==> src/rtl/rete_tabella_programmabile.sv <==
// Programmable lookup table: 2^N_IN entries of N_OUT bits, swept to DEFAULT_Z after reset.
// Lookup latency 1 cycle; z/out_valid hold under !out_ready, in_ready drops only when a held result blocks.
module rete_tabella_programmabile #(
   parameter int               N_IN      = 3,
   parameter int               N_OUT     = 2,
   parameter logic [N_OUT-1:0] DEFAULT_Z = '0
) (
   input  logic             clock,
   input  logic             reset_,
   output logic             init_done,
   input  logic             wr_en,
   input  logic [N_IN-1:0]  wr_addr,
   input  logic [N_OUT-1:0] wr_data,
   output logic             wr_ready,
   input  logic             in_valid,
   input  logic [N_IN-1:0]  x,
   output logic             in_ready,
   output logic             out_valid,
   output logic [N_OUT-1:0] z,
   input  logic             out_ready
);

   localparam int DEPTH = 1 << N_IN;

   typedef enum logic {INIT, RUN} state_t;

   state_t           state;
   logic [N_IN-1:0]  count;
   logic [N_OUT-1:0] table_mem [DEPTH];
   logic             mem_we;
   logic [N_IN-1:0]  mem_addr;
   logic [N_OUT-1:0] mem_data;
   logic             lookup;

   assign in_ready = (state == RUN) && (!out_valid || out_ready);
   assign lookup   = in_valid && in_ready;

   // Single write port shared by the init sweep and user writes; idle during reset.
   always_comb begin
      mem_we   = 1'b0;
      mem_addr = count;
      mem_data = DEFAULT_Z;
      if (reset_) begin
         if (state == INIT) begin
            mem_we = 1'b1;
         end else if (wr_en) begin
            mem_we   = 1'b1;
            mem_addr = wr_addr;
            mem_data = wr_data;
         end
      end
   end

   // No reset on storage; the nonblocking write gives read-before-write on same-address collisions.
   always_ff @(posedge clock) begin
      if (mem_we) table_mem[mem_addr] <= mem_data;
   end

   always_ff @(posedge clock) begin
      if (!reset_) begin
         state     <= INIT;
         count     <= '0;
         init_done <= 1'b0;
         wr_ready  <= 1'b0;
         out_valid <= 1'b0;
         z         <= '0;
      end else begin
         case (state)
            INIT: begin
               count <= count + 1'b1;
               if (&count) begin
                  state     <= RUN;
                  init_done <= 1'b1;
                  wr_ready  <= 1'b1;
               end
            end
            RUN: begin
               if (lookup) begin
                  z         <= table_mem[x];
                  out_valid <= 1'b1;
               end else if (out_ready) begin
                  out_valid <= 1'b0;
               end
            end
         endcase
      end
   end

endmodule

==> config.mk <==
export PLATFORM = sky130hd
export DESIGN_NAME = rete_tabella_programmabile
export DESIGN_NICKNAME = d
export VERILOG_FILES = /design/src/rtl/rete_tabella_programmabile.sv
export SDC_FILE = /design/constraint.sdc
export NUM_CORES = 1
export LEC_CHECK = 0
export BUFFER_PORTS_ARGS = -buffer_cell sky130_fd_sc_hd__buf_2
export CAP_MARGIN = 20
export CORE_ASPECT_RATIO = 1.1
export CORE_MARGIN = 2
export CORE_UTILIZATION = 45
export CTS_CLUSTER_DIAMETER = 80
export DETAILED_ROUTE_END_ITERATION = 8
export PLACE_DENSITY_LB_ADDON = 0.15
export SYNTH_ARGS = -nofsm -noshare
export SYNTH_HDL_FRONTEND = slang
export SYNTH_SLANG_ARGS = --single-unit
==> constraint.sdc <==
create_clock -name clock -period 1.5 [get_ports clock]
set_clock_uncertainty 0.2 [all_clocks]
set_input_delay 0.15 -clock clock [delete_from_list [all_inputs] [get_ports clock]]
set_output_delay 0.15 -clock clock [all_outputs]
set_load 0.1 [all_outputs]
== Yosys cells after proc, flatten, opt, wreduce, memory -nomap -nowiden ==
Memories as Yosys holds them, arrays and structs flattened. A register that Yosys moved wholly into a read port is not among the register bits.
Index checks and enable logic that the tools add are counted.

* Reductions and logical operators: 10
* Muxes and demuxes: 15
* Bitwise operators: 1
* Add/sub/neg operators: 1

{| class="wikitable"
|+ Operators by type and width
! kind !! number
|-
| $mux W1 || 9
|-
| $mux W3 || 3
|-
| $mux W2 || 3
|-
| $reduce_and A2 Y1 || 2
|-
| $reduce_and A4 Y1 || 1
|-
| $add A3 B1 Y3 const B || 1
|-
| $reduce_and A3 Y1 || 1
|-
| $logic_and A1 B1 Y1 || 2
|-
| $logic_not A1 Y1 || 2
|-
| $reduce_bool A2 Y1 || 1
|-
| $logic_or A1 B1 Y1 || 1
|-
| $not A1 Y1 || 1
|}

* Output and inout port bits: 6
* Memories kept: 1
* Bits of input ports: 13
* RAM bits: 16
* Word-level logic and storage cells: 32
* Flip-flop bits (word level): 6

{| class="wikitable"
|+ Memory list
! memory !! words !! bits a word !! read ports !! clocked after Yosys merged registers in !! write ports !! RTL line !! text
|-
| table_mem || 8 || 2 || 1 || 1 || 1 || 29 || <nowiki>logic [N_OUT-1:0] table_mem [DEPTH];</nowiki>
|}

== Logic depth before layout (Yosys ltp) ==
Gate-level depths: netlist of run 1.

* Depth in word-level cells: 6
* Depth in mapped cells: 4
* Mapped depth without buffers: 4

== Worst setup path after synthesis of run 1 ==
OpenSTA, ideal clock, no wires.

* Path kind: register to output
* Start point: register out_valid
* End point: output in_ready
* Stages on the path, launching flop included: 3
* Arrival time: 1629 ps
* Path slack: -479 ps
* Cell sequence: dfxtp_1 > nand2b_1 > and2_1

* Cells in the longest elaborated chain, start to end: 3

{| class="wikitable"
|+ RTL lines
! item !! RTL line !! text
|-
| start: declaration || 18 || <nowiki>output logic out_valid,</nowiki>
|-
| start signal: assignment || 65 || <nowiki>out_valid <= 1'b0;</nowiki>
|-
| start signal: assignment || 80 || <nowiki>out_valid <= 1'b1;</nowiki>
|-
| start signal: assignment || 82 || <nowiki>out_valid <= 1'b0;</nowiki>
|-
| $logic_not A1 Y1 || 35 || <nowiki>assign in_ready = (state == RUN) && (!out_valid || out_ready);</nowiki>
|-
| $logic_or A1 B1 Y1 || 35 ||
|-
| $logic_and A1 B1 Y1 || 35 ||
|-
| end: declaration || 17 || <nowiki>output logic in_ready,</nowiki>
|}

No other way between the ends.

== Final worst setup path of run 1 ==
* Start point: register state
* End point: memory table_mem[0][1], enable pin

* Cells in the longest elaborated chain, start to end: 4
* Elaborated cells between the ends (all ways): 6

{| class="wikitable"
|+ RTL lines
! item !! RTL line !! text
|-
| start: declaration || 27 || <nowiki>state_t state;</nowiki>
|-
| start signal: assignment || 61 || <nowiki>state <= INIT;</nowiki>
|-
| start signal: assignment || 72 || <nowiki>state <= RUN;</nowiki>
|-
| $mux W1 || 44 || <nowiki>if (state == INIT) begin</nowiki>
|-
| $mux W1 || 43 || <nowiki>if (reset_) begin</nowiki>
|-
| $mux W1 || 56 || <nowiki>if (mem_we) table_mem[mem_addr] <= mem_data;</nowiki>
|-
| $mux W1 (implied by the code) || 56 ||
|-
| end: declaration || 29 ||
|}

Parallel ways exist; a longest one is shown, timed or not.

==> results.rst, run 1 <==
.. list-table::
   :header-rows: 1

   * - Metric
     - Value
   * - Highest metal layer used by the detailed router
     - met4
   * - Failing checks
     - negative setup slack
   * - Top cell type by total area after synthesis
     - sky130_fd_sc_hd__edfxtp_1
   * - Synth top area share
     - a little over two fifths
   * - Arrival time of data at the critical path endpoint
     - about 1400 ps
   * - Buffer depth of the longest clock path
     - 2
   * - DR WL/cell
     - 13.8 um
   * - Element type at the critical path start
     - flop
   * - Filler cells
     - between 150 and 200
   * - Status
     - complete, but fails checks
   * - Clock period minus worst slack
     - between 1500 and 2000 ps
   * - Master cell of the clock root buffer
     - sky130_fd_sc_hd__clkbuf_4
   * - Clk network pwr share
     - 23.0%
   * - Met1 layer wirelength in the final routing
     - roughly 860 um
   * - Number of warnings printed during yosys synthesis
     - 0
   * - Share of the clock period used by the worst path
     - 107%
   * - Clk sink count
     - 24
   * - Fraction of final layout cells with drive strength greater than 1
     - a little over half
   * - Worst slew pin tran
     - between 400 and 500 ps
   * - Post-synthesis net count
     - 102
   * - Standard cell area after detailed placement
     - approximately 1400 sq um
   * - Total Die Area
     - ~2900 sq um
   * - Critical path capture point type
     - flop
   * - Detailed router's first-iteration violation count
     - 6
   * - Post-DP HPWL
     - roughly 1600 um
   * - Clock insertion delay at the later pin of the skew report
     - approximately 300 ps
   * - Total global routing track utilization
     - between 10% and 20%
   * - Seq pwr share
     - 61.4%
   * - Routed via count
     - 769
   * - Clock tree from TritonCTS
     - done
   * - Buffers added on ports
     - 18
   * - Peak supply drop
     - around 0.00051 V
   * - Die Ht
     - 56.3 um
   * - Total length of routed met2 wires
     - 1120 um
   * - Number of rows in the core area
     - 18
   * - Antenna violation net count after detailed routing
     - 0
   * - Average instance area after synthesis
     - around 13 sq um
   * - RePlAce Congestion
     - 0.698
   * - Required time of the critical path
     - about 1300 ps
   * - Detailed-route vias per instance
     - approximately 5.2
   * - Largest fanout on the critical path
     - 5
   * - Switching Share
     - approximately a quarter
   * - P_leak
     - roughly 0.55 nW
   * - Final wirelength
     - about 2100 um
   * - Total count of max-transition violations in the final report
     - 0
   * - First-pass GRT wire length
     - ~3600 um
   * - Residual DRC
     - 0
   * - I/O pin count
     - 19
   * - F_max
     - around 620 MHz
   * - Switching power summed over all nets
     - 0.289 mW
   * - Number of search-and-repair iterations in the first detailed-routing pass
     - 4
   * - Die Span X
     - approximately 50 um
   * - Min-delay worst type
     - primary input to flop
   * - Least setup slack across all paths after layout
     - -101 ps
   * - Worst setup slack after placement
     - -174 ps
   * - Placeable core region
     - around 2300 sq um
   * - Gate count after technology mapping
     - 87
   * - Total power per unit cell area
     - 801 nW/um^2
   * - Cell variety after synth
     - 33
   * - Summed instance area of the synthesized netlist
     - approximately 1100 sq um
   * - Met3 wire length
     - roughly 65 um
   * - Final number of hold-violating endpoints
     - 0
   * - Combinational share of power
     - ~16%
   * - Initial antenna violation count
     - 0
   * - Diodes inserted
     - 0
   * - Clock buffer count from CTS
     - 3
   * - Via count of the first global-routing pass
     - a little over 800
   * - Remaining Overflow, GRT
     - 0
   * - H-tree depth
     - 1
   * - Post-route non-filler standard cell count
     - 149
   * - Type of the setup path with the least slack
     - flop to flop
   * - Net total in the final layout
     - 135
   * - Relative slew slack
     - roughly two thirds
   * - Max-capacitance violation count
     - 0
   * - RSZ-0062 raised after global routing
     - yes
   * - Effective utilization at floorplan
     - about half
   * - Final setup violation count
     - 17
   * - Number of register bits inferred by synthesis
     - 24
   * - Pin count of the biggest net entering global routing
     - 14
   * - Post-CTS clock slew at the launch and capture registers of the worst setup and hold paths
     - around 130 ps
   * - Final standard cell area without fillers
     - 1490 sq um
   * - Internal power of the cells
     - ~0.9 mW
   * - Top cells by area in the synthesized netlist
     - sky130_fd_sc_hd__edfxtp_1, sky130_fd_sc_hd__dfxtp_1, sky130_fd_sc_hd__mux2_2, sky130_fd_sc_hd__mux2i_1, sky130_fd_sc_hd__nor3_1
   * - Sequential share of the synthesized area
     - between 50% and 60%
   * - Count of placed standard cells including taps
     - between 100 and 150
   * - Post-layout util
     - 64.8%
   * - Layout Area Growth over Synthesis
     - 33.3%
==> cell usage after synthesis <==
| cell type | n |
|---|---|
| sky130_fd_sc_hd__buf_4 | 2 |
| sky130_fd_sc_hd__o41ai_2 | 1 |
| sky130_fd_sc_hd__nand2b_1 | 2 |
| sky130_fd_sc_hd__nor2_1 | 5 |
| sky130_fd_sc_hd__a211oi_1 | 2 |
| sky130_fd_sc_hd__o31ai_1 | 1 |
| sky130_fd_sc_hd__o211ai_1 | 2 |
| sky130_fd_sc_hd__and3b_1 | 1 |
| sky130_fd_sc_hd__ha_1 | 2 |
| sky130_fd_sc_hd__dfxtp_1 | 8 |
| sky130_fd_sc_hd__o22ai_1 | 1 |
| sky130_fd_sc_hd__o21a_1 | 1 |
| sky130_fd_sc_hd__o21ai_0 | 2 |
| sky130_fd_sc_hd__and2b_1 | 1 |
| sky130_fd_sc_hd__nor3_1 | 8 |
| sky130_fd_sc_hd__mux2i_1 | 4 |
| sky130_fd_sc_hd__clkbuf_2 | 1 |
| sky130_fd_sc_hd__nor3b_1 | 1 |
| sky130_fd_sc_hd__mux4_1 | 1 |
| sky130_fd_sc_hd__nand4_1 | 1 |
| sky130_fd_sc_hd__a31oi_1 | 1 |
| sky130_fd_sc_hd__mux4_2 | 1 |
| sky130_fd_sc_hd__nand2_1 | 4 |
| sky130_fd_sc_hd__and2b_2 | 2 |
| sky130_fd_sc_hd__inv_1 | 2 |
| sky130_fd_sc_hd__and3_1 | 1 |
| sky130_fd_sc_hd__mux2_2 | 4 |
| sky130_fd_sc_hd__a21boi_0 | 1 |
| sky130_fd_sc_hd__and2_1 | 1 |
| sky130_fd_sc_hd__nand3_2 | 1 |
| sky130_fd_sc_hd__nor2b_1 | 5 |
| sky130_fd_sc_hd__edfxtp_1 | 16 |
| sky130_fd_sc_hd__buf_6 | 1 |
==> final timing paths <==
kind | slack, ps | to | cells past startpoint | start
min | 10 | z[1] | 3 | x[2]
max | -100 | table_mem[0][1] | 3 | state
max reg2reg | -100 | table_mem[0][1] | 3 | state
min reg2reg | 300 | out_valid | 2 | out_valid
==> layout by cell type, fill, tap and decap left out, types with 2 or more instances in the layout <==
cell,count
sky130_fd_sc_hd__a211oi_1,2
sky130_fd_sc_hd__mux2i_2,2
sky130_fd_sc_hd__buf_4,12
sky130_fd_sc_hd__nor2b_1,5
sky130_fd_sc_hd__dfxtp_1,2
sky130_fd_sc_hd__nor2_1,4
sky130_fd_sc_hd__inv_1,2
sky130_fd_sc_hd__mux2_2,2
sky130_fd_sc_hd__nand2_1,4
sky130_fd_sc_hd__o211ai_1,2
sky130_fd_sc_hd__ha_1,2
sky130_fd_sc_hd__and2b_2,2
sky130_fd_sc_hd__nor3_4,5
sky130_fd_sc_hd__dfxtp_2,5
sky130_fd_sc_hd__clkbuf_4,3
sky130_fd_sc_hd__nor3_2,3
sky130_fd_sc_hd__edfxtp_1,16
sky130_fd_sc_hd__mux2i_1,2
sky130_fd_sc_hd__dlygate4sd3_1,2
sky130_fd_sc_hd__buf_2,17
sky130_fd_sc_hd__nand2b_1,2
sky130_fd_sc_hd__mux2_4,2
==> power by group through the flow <==
| stage | logic [mW] | registers [mW] | clock network [mW] |
|---|---|---|---|
| 4_1_cts | 0.185 | 0.732 | 0.283 |
| 5_1_grt | 0.205 | 0.735 | 0.303 |
| 2_1_floorplan | 0.0895 | 0.751 | 0 |
| 3_3_place_gp | 0.147 | 0.746 | 0 |
| 3_5_place_dp | 0.151 | 0.747 | 0 |
| 6_report | 0.186 | 0.732 | 0.274 |
==> area by class of cell <==
type / instances / area, sq um / share of cell area (%)
Tap cell: 30 / 37.5 / 2.52
Sequential cell: 24 / 651 / 43.7
Clock inverter: 1 / 3.75 / 0.252
Multi-Input combinational cell: 57 / 552 / 37.1
Inverter: 2 / 7.51 / 0.504
Timing Repair Buffer: 32 / 215 / 14.5
Clock buffer: 3 / 22.5 / 1.51
==> registers in the layout, indices dropped and copies added (netlist names) <==
name	count
out_valid	1
count	3
z	2
table_mem	16
wr_ready	1
state	1
==> routing by layer <==
| metal | vias up | track usage (%) |
|---|---|---|
| met1 | 364 | 19.6 |
| li1 | 392 | - |
| met5 | - | 0 |
| met4 | 0 | 4.51 |
| met2 | 11 | 30.6 |
| met3 | 2 | 2.39 |
==> critical path: stages, from the launching register on <==
cell                      delay (ps)
sky130_fd_sc_hd__dfxtp_4         400
sky130_fd_sc_hd__nand3_4         120
sky130_fd_sc_hd__mux2_4          380
sky130_fd_sc_hd__nor3_4          220
==> logic make-up (layout without fill, tap and decap cells) <==
family / count (synthesis) / in the layout / synth area share, %
compound gates: 12 / 12 / 8.18
fa+ha+maj: 2 / 2 / 2.24
buf+inv: 6 / 38 / 3.47
flops: 24 / 24 / 57.3
mux: 10 / 10 / 12.0
simple gates: 33 / 33 / 16.8
==> timing repair <==
| action | 4_1_cts | 5_1_grt |
|---|---|---|
| setup buffers | 1 | 0 |
| endpoints found under the hold margin | 3 | 0 |
| resized for setup | 17 | 2 |
| setup endpoints to repair | 17 | 18 |
| pin swaps | 4 | 0 |
| hold buffers | 2 | 0 |
==> per-stage QoR <==
stage                     hold slack [ps]  setup TNS, ps  power [mW]
final                                10.7          -1170        1.19
after global placement                246          -1050       0.893
after floorplan                       140           -356       0.840
after global routing                 30.9          -2180        1.24
after CTS                            14.5          -1240        1.20
after detailed placement              264          -1740       0.898
Power figures use the tool's default switching activity.
==> run 2, diff against run 1 <==
--- a/config.mk
+++ b/config.mk
@@ -5,6 +5,7 @@
 export SDC_FILE = /design/constraint.sdc
 export NUM_CORES = 1
 export LEC_CHECK = 0
+export ABC_AREA = 1
 export BUFFER_PORTS_ARGS = -buffer_cell sky130_fd_sc_hd__buf_2
 export CAP_MARGIN = 20
 export CORE_ASPECT_RATIO = 1.1
==> run 2 against run 1 <==
Against the previous run:
- the flow now finishes without violations
- core utilization decreased by 6.1 points
- maximum frequency increased by 6.8%
- combinational power decreased by 4%
- setup slack improved by 100 ps
- non-clock buffer count decreased by 6
- synthesized area increased by 2.4%
- critical path depth increased by 2
- synthesized cell count increased by 51%
- sequential power about the same
- cell count increased by 28%
==> results.rst, run 2 <==
.. list-table::
   :header-rows: 1

   * - Metric
     - Value
   * - Status
     - complete, no violations
   * - Critical Path Slowest Stage Cell
     - sky130_fd_sc_hd__dfxtp_4
   * - Total power per unit cell area
     - 829 nW/um^2
   * - Area used by multi-input combinational logic
     - ~450 sq um
   * - Share of the clock period used by the worst path
     - about 100%
   * - Diodes inserted
     - 0
   * - Net total in the final layout
     - 175
   * - Detailed-route vias per instance
     - about 4.7
   * - Initial antenna violation count
     - 0
   * - Routed via count
     - 896
   * - Cell variety after synth
     - 18
   * - Placeable core region
     - between 2000 and 2500 sq um
   * - Remaining Overflow, GRT
     - 0
   * - Buffer depth of the longest clock path
     - 2
   * - Average instance area after synthesis
     - 8.73 sq um
   * - I/O pin count
     - 19
   * - Worst-path cell chain
     - inv_2 > nor2_1 > nor2_2 > nand2_2 > nor2_2
   * - Total negative slack
     - 0 ps
   * - Clock insertion delay at the later pin of the skew report
     - slightly above 300 ps
   * - Die Span X
     - 52.1 um
   * - Number of search-and-repair iterations in the first detailed-routing pass
     - 4
   * - Min-delay worst type
     - primary input to flop
   * - Die Ht
     - roughly 57 um
   * - Final wirelength
     - 2160 um
   * - Top cells by area in the synthesized netlist
     - sky130_fd_sc_hd__edfxtp_1, sky130_fd_sc_hd__dfxtp_1, sky130_fd_sc_hd__nand2_1, sky130_fd_sc_hd__inv_1, sky130_fd_sc_hd__nor2_1
   * - Via count of the first global-routing pass
     - ~850
   * - Number of warnings printed during yosys synthesis
     - 0
   * - Antenna violation net count after detailed routing
     - 0
   * - Most frequent cell on the critical path
     - sky130_fd_sc_hd__nor2_2
   * - Summed instance area of the synthesized netlist
     - about 1100 sq um
   * - Total count of max-transition violations in the final report
     - 0
   * - Max FFs per register
     - 16
   * - Buffers added on ports
     - 18
   * - Worst slew pin tran
     - slightly below 500 ps
   * - Largest stage delay, worst path
     - ~380 ps
   * - Post-CTS clock slew at the launch and capture registers of the worst setup and hold paths
     - 120 ps
   * - Fraction of final layout cells with drive strength greater than 1
     - 34.0%
   * - Max-capacitance violation count
     - 0
   * - Clk sink count
     - 24
   * - Total Die Area
     - 2960 sq um
   * - Filler cells
     - 225
   * - Biggest register
     - table_mem
   * - Critical path capture point type
     - flop
   * - Pin count of the biggest net entering global routing
     - 14
   * - Top cell type by total area after synthesis
     - sky130_fd_sc_hd__edfxtp_1
   * - Detailed router's first-iteration violation count
     - 19
   * - Synth cell count leaders
     - sky130_fd_sc_hd__nand2_1, sky130_fd_sc_hd__inv_1, sky130_fd_sc_hd__nor2_1
   * - Synth top area share
     - between 40% and 50%
   * - Final number of hold-violating endpoints
     - 0
   * - Element type at the critical path start
     - flop
   * - Leading registers by flop count
     - table_mem x16, count x3, z x2
   * - DR WL/cell
     - 11.4 um
   * - Most instantiated flip-flop cell in the synthesis netlist
     - sky130_fd_sc_hd__edfxtp_1
   * - P_leak
     - 0.684 nW
   * - Largest fanout on the critical path
     - 4
   * - Post-DP HPWL
     - about 1600 um
   * - Ys async rst share
     - 0%
   * - Gate count after technology mapping
     - approximately 130
   * - RSZ-0062 raised after global routing
     - yes
   * - Number of rows in the core area
     - 19
   * - Clock period minus worst slack
     - roughly 1500 ps
   * - Commonest non-fill, non-tap cells in the layout
     - sky130_fd_sc_hd__inv_1, sky130_fd_sc_hd__nand2_1, sky130_fd_sc_hd__buf_2
   * - Arrival time of data at the critical path endpoint
     - roughly 1300 ps
   * - Peak supply drop
     - about 0.00054 V
   * - H-tree depth
     - 1
   * - Count of flip-flops with a built-in enable after synthesis
     - 16
   * - Total global routing track utilization
     - roughly 15%
   * - Final setup violation count
     - 0
   * - Clock tree from TritonCTS
     - done
   * - Clock buffer count from CTS
     - 3
   * - Required time of the critical path
     - 1330 ps
   * - Effective utilization at floorplan
     - between 40% and 50%
   * - RePlAce Congestion
     - between 0.8 and 0.9
   * - Sequential share of the synthesized area
     - around 56%
   * - Most common cell in the synthesized netlist
     - sky130_fd_sc_hd__nand2_1
   * - Type of the setup path with the least slack
     - flop to flop
   * - Residual DRC
     - 0
   * - Layout Area Growth over Synthesis
     - 25.7%
   * - F_max
     - ~670 MHz
   * - FF/Latch Area
     - between 600 and 700 sq um
   * - Number of register bits inferred by synthesis
     - 24
   * - First-pass GRT wire length
     - 3290 um
   * - Relative slew slack
     - between 60% and 70%
   * - Post-layout util
     - slightly below 60%
   * - Master cell of the clock root buffer
     - sky130_fd_sc_hd__clkbuf_4
   * - Post-synthesis net count
     - 146
-- run 2: critical path: cells and delay by family (launching register included) --
family	cells	cell delay, ps
buf+inv	1	100
flops	1	380
simple gates	4	550
-- run 2: final timing paths --
| path | slack [ps] | startpoint | to | cells after the start |
|---|---|---|---|---|
| worst max register to register | 1 | state | table_mem[0][0] | 5 |
| worst min register to register | 270 | z[1] | z[1] | 2 |
| worst max-delay path | 1 | state | table_mem[0][0] | 5 |
| worst min-delay path | 20 | out_ready | out_valid | 4 |
-- run 2: per-layer routing --
layer	track usage (%)	wire length (um)
met1	17.5	933
met2	26.2	1130
met3	3.19	55
met4	7.89	42
met5	0	0
-- run 2: final cells by class --
type | instances | share of cell area, %
inverter | 27 | 7.14
tap | 31 | 2.70
timing repair buffer | 26 | 12.0
multi-input combinational | 78 | 31.2
sequential | 24 | 45.2
clock buffer | 4 | 1.83
-- run 2: through the flow --
step,instances,hold slack (ps),power (mW),setup WS (ps),area (sq um)
6_report,190,21.5,1.19,1.16,1440
5_1_grt,190,23.5,1.25,-53.9,1440
4_1_cts,190,3.55,1.18,-20.8,1380
3_5_place_dp,183,255,0.895,-7.34,1320
3_3_place_gp,183,247,0.891,30.1,1320
2_1_floorplan,131,85.7,0.846,-189,1150
-- run 2: power by group --
group | internal (mW) | leakage, nW | switching [mW] | total [mW]
Clock | 0.104 | 0.0150 | 0.176 | 0.280
Sequential | 0.722 | 0.201 | 0.0112 | 0.733
Combinational | 0.0624 | 0.468 | 0.116 | 0.179
-- run 2: timing repair --
action	in CTS	in global routing
gates resized for setup	0	22
hold buffers	3	0
endpoints found under the setup margin	5	17
pin swaps	0	2
endpoints found under the hold margin	6	0
buffers inserted	1	0
-- run 2: logic make-up (layout without fill, tap and decap cells) --
family / Yosys count / count (layout) / synth area share [%]
buffers and inverters: 29 / 57 / 10.1
AO/OA/AOI/OAI: 14 / 14 / 8.21
adder cells (fa/ha/maj): 2 / 2 / 2.19
flip-flops: 24 / 24 / 56.0
AND/OR/NAND/NOR: 62 / 62 / 23.5
==> run 3, diff against run 2 <==
--- a/config.mk
+++ b/config.mk
@@ -13,7 +13,7 @@
 export CORE_UTILIZATION = 45
 export CTS_CLUSTER_DIAMETER = 80
 export DETAILED_ROUTE_END_ITERATION = 8
-export PLACE_DENSITY_LB_ADDON = 0.15
+export PLACE_DENSITY = 0.69
 export SYNTH_ARGS = -nofsm -noshare
 export SYNTH_HDL_FRONTEND = slang
 export SYNTH_SLANG_ARGS = --single-unit
==> run 3 against run 2 <==
Against the previous run:
- sequential share of layout area fell by 0.29 points
- maximum frequency rose by 1.4%
- setup slack improved by 20 ps
- global-route usage fell by 0.32 points
- sequential power barely moved
- critical path type unchanged
==> results.rst, run 3 (synthesis results as in run 2) <==
.. list-table::
   :header-rows: 1

   * - Metric
     - Value
   * - Post-DP HPWL
     - about 1600 um
   * - Min-delay worst type
     - primary input to flop
   * - Biggest register
     - table_mem
   * - Buffer depth of the longest clock path
     - 2
   * - I/O pin count
     - 19
   * - Seq pwr share
     - approximately 57%
   * - Die Span X
     - roughly 52 um
   * - Hold Path Depth
     - 4
   * - Fraction of final layout cells with drive strength greater than 1
     - around a third
   * - Detailed-route vias per instance
     - about 4.8
   * - Effective utilization at floorplan
     - 46.7%
   * - Total Die Area
     - 2960 sq um
   * - F_max
     - 676 MHz
   * - Placeable core region
     - approximately 2400 sq um
   * - Clock insertion delay at the later pin of the skew report
     - 300 ps
   * - Worst slew pin tran
     - ~480 ps
   * - Total power per unit cell area
     - between 800 and 900 nW/um^2
   * - Element type at the critical path start
     - flop
   * - Final number of hold-violating endpoints
     - 0
   * - Number of rows in the core area
     - 19
   * - Type of the setup path with the least slack
     - flop to flop
   * - Relative slew slack
     - about two thirds
   * - First-pass GRT wire length
     - 3340 um
   * - Post-route non-filler standard cell count
     - 191
   * - DR WL/cell
     - between 10 and 15 um
   * - Via count of the first global-routing pass
     - around 810
   * - Routed via count
     - approximately 900
   * - Reg-to-reg critical path endpoint
     - table_mem[1][1]
   * - Peak supply drop
     - between 0.0007 and 0.0008 V
   * - Total count of max-transition violations in the final report
     - 0
   * - R2R Path Start
     - state
   * - H-tree depth
     - 1
   * - Die Ht
     - about 57 um
   * - Number of search-and-repair iterations in the first detailed-routing pass
     - 4
   * - Max FFs per register
     - 16
   * - P_leak
     - ~0.69 nW
   * - Largest fanout on the critical path
     - 8
   * - Layout Area Growth over Synthesis
     - 26.0%
   * - Leading cell type in the layout, fill and taps excluded
     - sky130_fd_sc_hd__nand2_1
   * - Detailed router's first-iteration violation count
     - 22
   * - Clock buffer count from CTS
     - 3
   * - R2R Setup Slk
     - approximately 21 ps
   * - Arrival time of data at the critical path endpoint
     - ~1300 ps
   * - Antenna violation net count after detailed routing
     - 0
   * - Clk sink count
     - 24
   * - Switching Share
     - a little under a quarter
   * - Status
     - complete, no violations
   * - Share of the clock period used by the worst path
     - 98.6%
   * - Max-capacitance violation count
     - 0
   * - Critical path capture point type
     - flop
   * - Buffers added on ports
     - 18
   * - Combinational share of power
     - 13.2%
   * - RSZ-0062 raised after global routing
     - yes
   * - Clock tree from TritonCTS
     - done
   * - Residual DRC
     - 0
   * - Initial antenna violation count
     - 0
   * - Final setup violation count
     - 0
   * - Internal power of the cells
     - 0.988 mW
   * - RePlAce Congestion
     - slightly below 0.8
   * - Length in cells of the worst reg-to-reg path
     - 4
   * - Leading registers by flop count
     - table_mem x16, count x3, z x2
   * - Switching power summed over all nets
     - about 0.3 mW
   * - WHS Endpoint
     - out_valid
   * - Diodes inserted
     - 0
   * - Master cell of the clock root buffer
     - sky130_fd_sc_hd__clkbuf_4
   * - Commonest non-fill, non-tap cells in the layout
     - sky130_fd_sc_hd__nand2_1, sky130_fd_sc_hd__inv_1, sky130_fd_sc_hd__buf_2, sky130_fd_sc_hd__edfxtp_1, sky130_fd_sc_hd__nand3_1
   * - Net total in the final layout
     - 176
   * - Pin count of the biggest net entering global routing
     - 15
   * - Count of placed standard cells including taps
     - roughly 180
   * - Required time of the critical path
     - about 1300 ps
   * - Remaining Overflow, GRT
     - 0
   * - Total Power
     - between 1 and 1.5 mW
   * - Clock period minus worst slack
     - 1480 ps
   * - Final wirelength
     - 2140 um
   * - Min-Delay Startpoint
     - reset_
   * - Filler cells
     - approximately 220
   * - Total global routing track utilization
     - 15.0%
   * - Post-CTS clock slew at the launch and capture registers of the worst setup and hold paths
     - ~120 ps
   * - Clk network pwr share
     - 29.9%
run 3: cell count changes in the layout (fill, tap and decap cells not counted), moves of 2 or more:
cell                      previous run  this run
sky130_fd_sc_hd__nand2_2             6         4
sky130_fd_sc_hd__nor2_4              3         0
sky130_fd_sc_hd__nor2_2              6         9
sky130_fd_sc_hd__nand2_1            24        27
run 3: power groups by stage:
| stage | combinational [mW] | sequential (mW) | clock, mW |
|---|---|---|---|
| floorplan | 0.0937 | 0.753 | 0 |
| global placement | 0.140 | 0.748 | 0 |
| detailed placement | 0.146 | 0.749 | 0 |
| CTS | 0.153 | 0.734 | 0.395 |
| global route | 0.193 | 0.736 | 0.426 |
| finish | 0.170 | 0.734 | 0.385 |
run 3: area by class of cell:
| class | instances | area, sq um | share of cell area, % |
|---|---|---|---|
| clock buffers | 4 | 47.5 | 3.30 |
| flip-flops and latches | 24 | 647 | 44.9 |
| multi-input cells | 78 | 420 | 29.2 |
| well taps | 31 | 38.8 | 2.69 |
| inverters | 27 | 103 | 7.12 |
| repair buffers | 27 | 185 | 12.8 |
run 3: per-layer routing:
| metal | GRT usage [%] | vias to the layer above | share of wire, % |
|---|---|---|---|
| li1 | - | 471 | - |
| met1 | 17.5 | 420 | 44 |
| met2 | 26.8 | 23 | 53 |
| met3 | 2.39 | 2 | 2.8 |
| met4 | 5.64 | 0 | 0.75 |
| met5 | 0 | - | 0 |
run 3: critical path, cell delays in order, from the launching register on:
cell and delay [ps]:
sky130_fd_sc_hd__dfxtp_2 390, sky130_fd_sc_hd__nand3_4 130, sky130_fd_sc_hd__o21ai_2 180, sky130_fd_sc_hd__nand2_1 120
sky130_fd_sc_hd__nor2_2 180
run 3: how the worst max path moves through the flow:
stage / startpoint / endpoint / depth (start not counted)
5_1_grt: state / table_mem[1][1] / 4
3_5_place_dp: state / table_mem[7][0] / 6
2_1_floorplan: out_valid / z[0] / 5
4_1_cts: state / table_mem[3][1] / 6
3_3_place_gp: state / table_mem[7][0] / 6
6_report: state / table_mem[1][1] / 4
run 3: stage by stage:
stage                     area, sq um  TNS, ps  hold slack (ps)  util [%]  worst slack, ps
after floorplan                  1150     -483             85.7         -             -189
after global placement           1320        0              243      53.9             35.3
after detailed placement         1320        0              253      53.9             4.47
after CTS                        1400    -17.1            -72.9      57.1            -4.83
after global routing             1440     -431             58.3      58.9            -72.8
final                            1440        0             63.9      58.9             21.4
run 3: what timing repair did:
action	in CTS	in global routing
hold buffers	3	1
endpoints found under the setup margin	3	18
buffers inserted	1	0
endpoints found under the hold margin	6	3
gates resized for setup	1	13
pin swaps	0	3
cloned	0	0
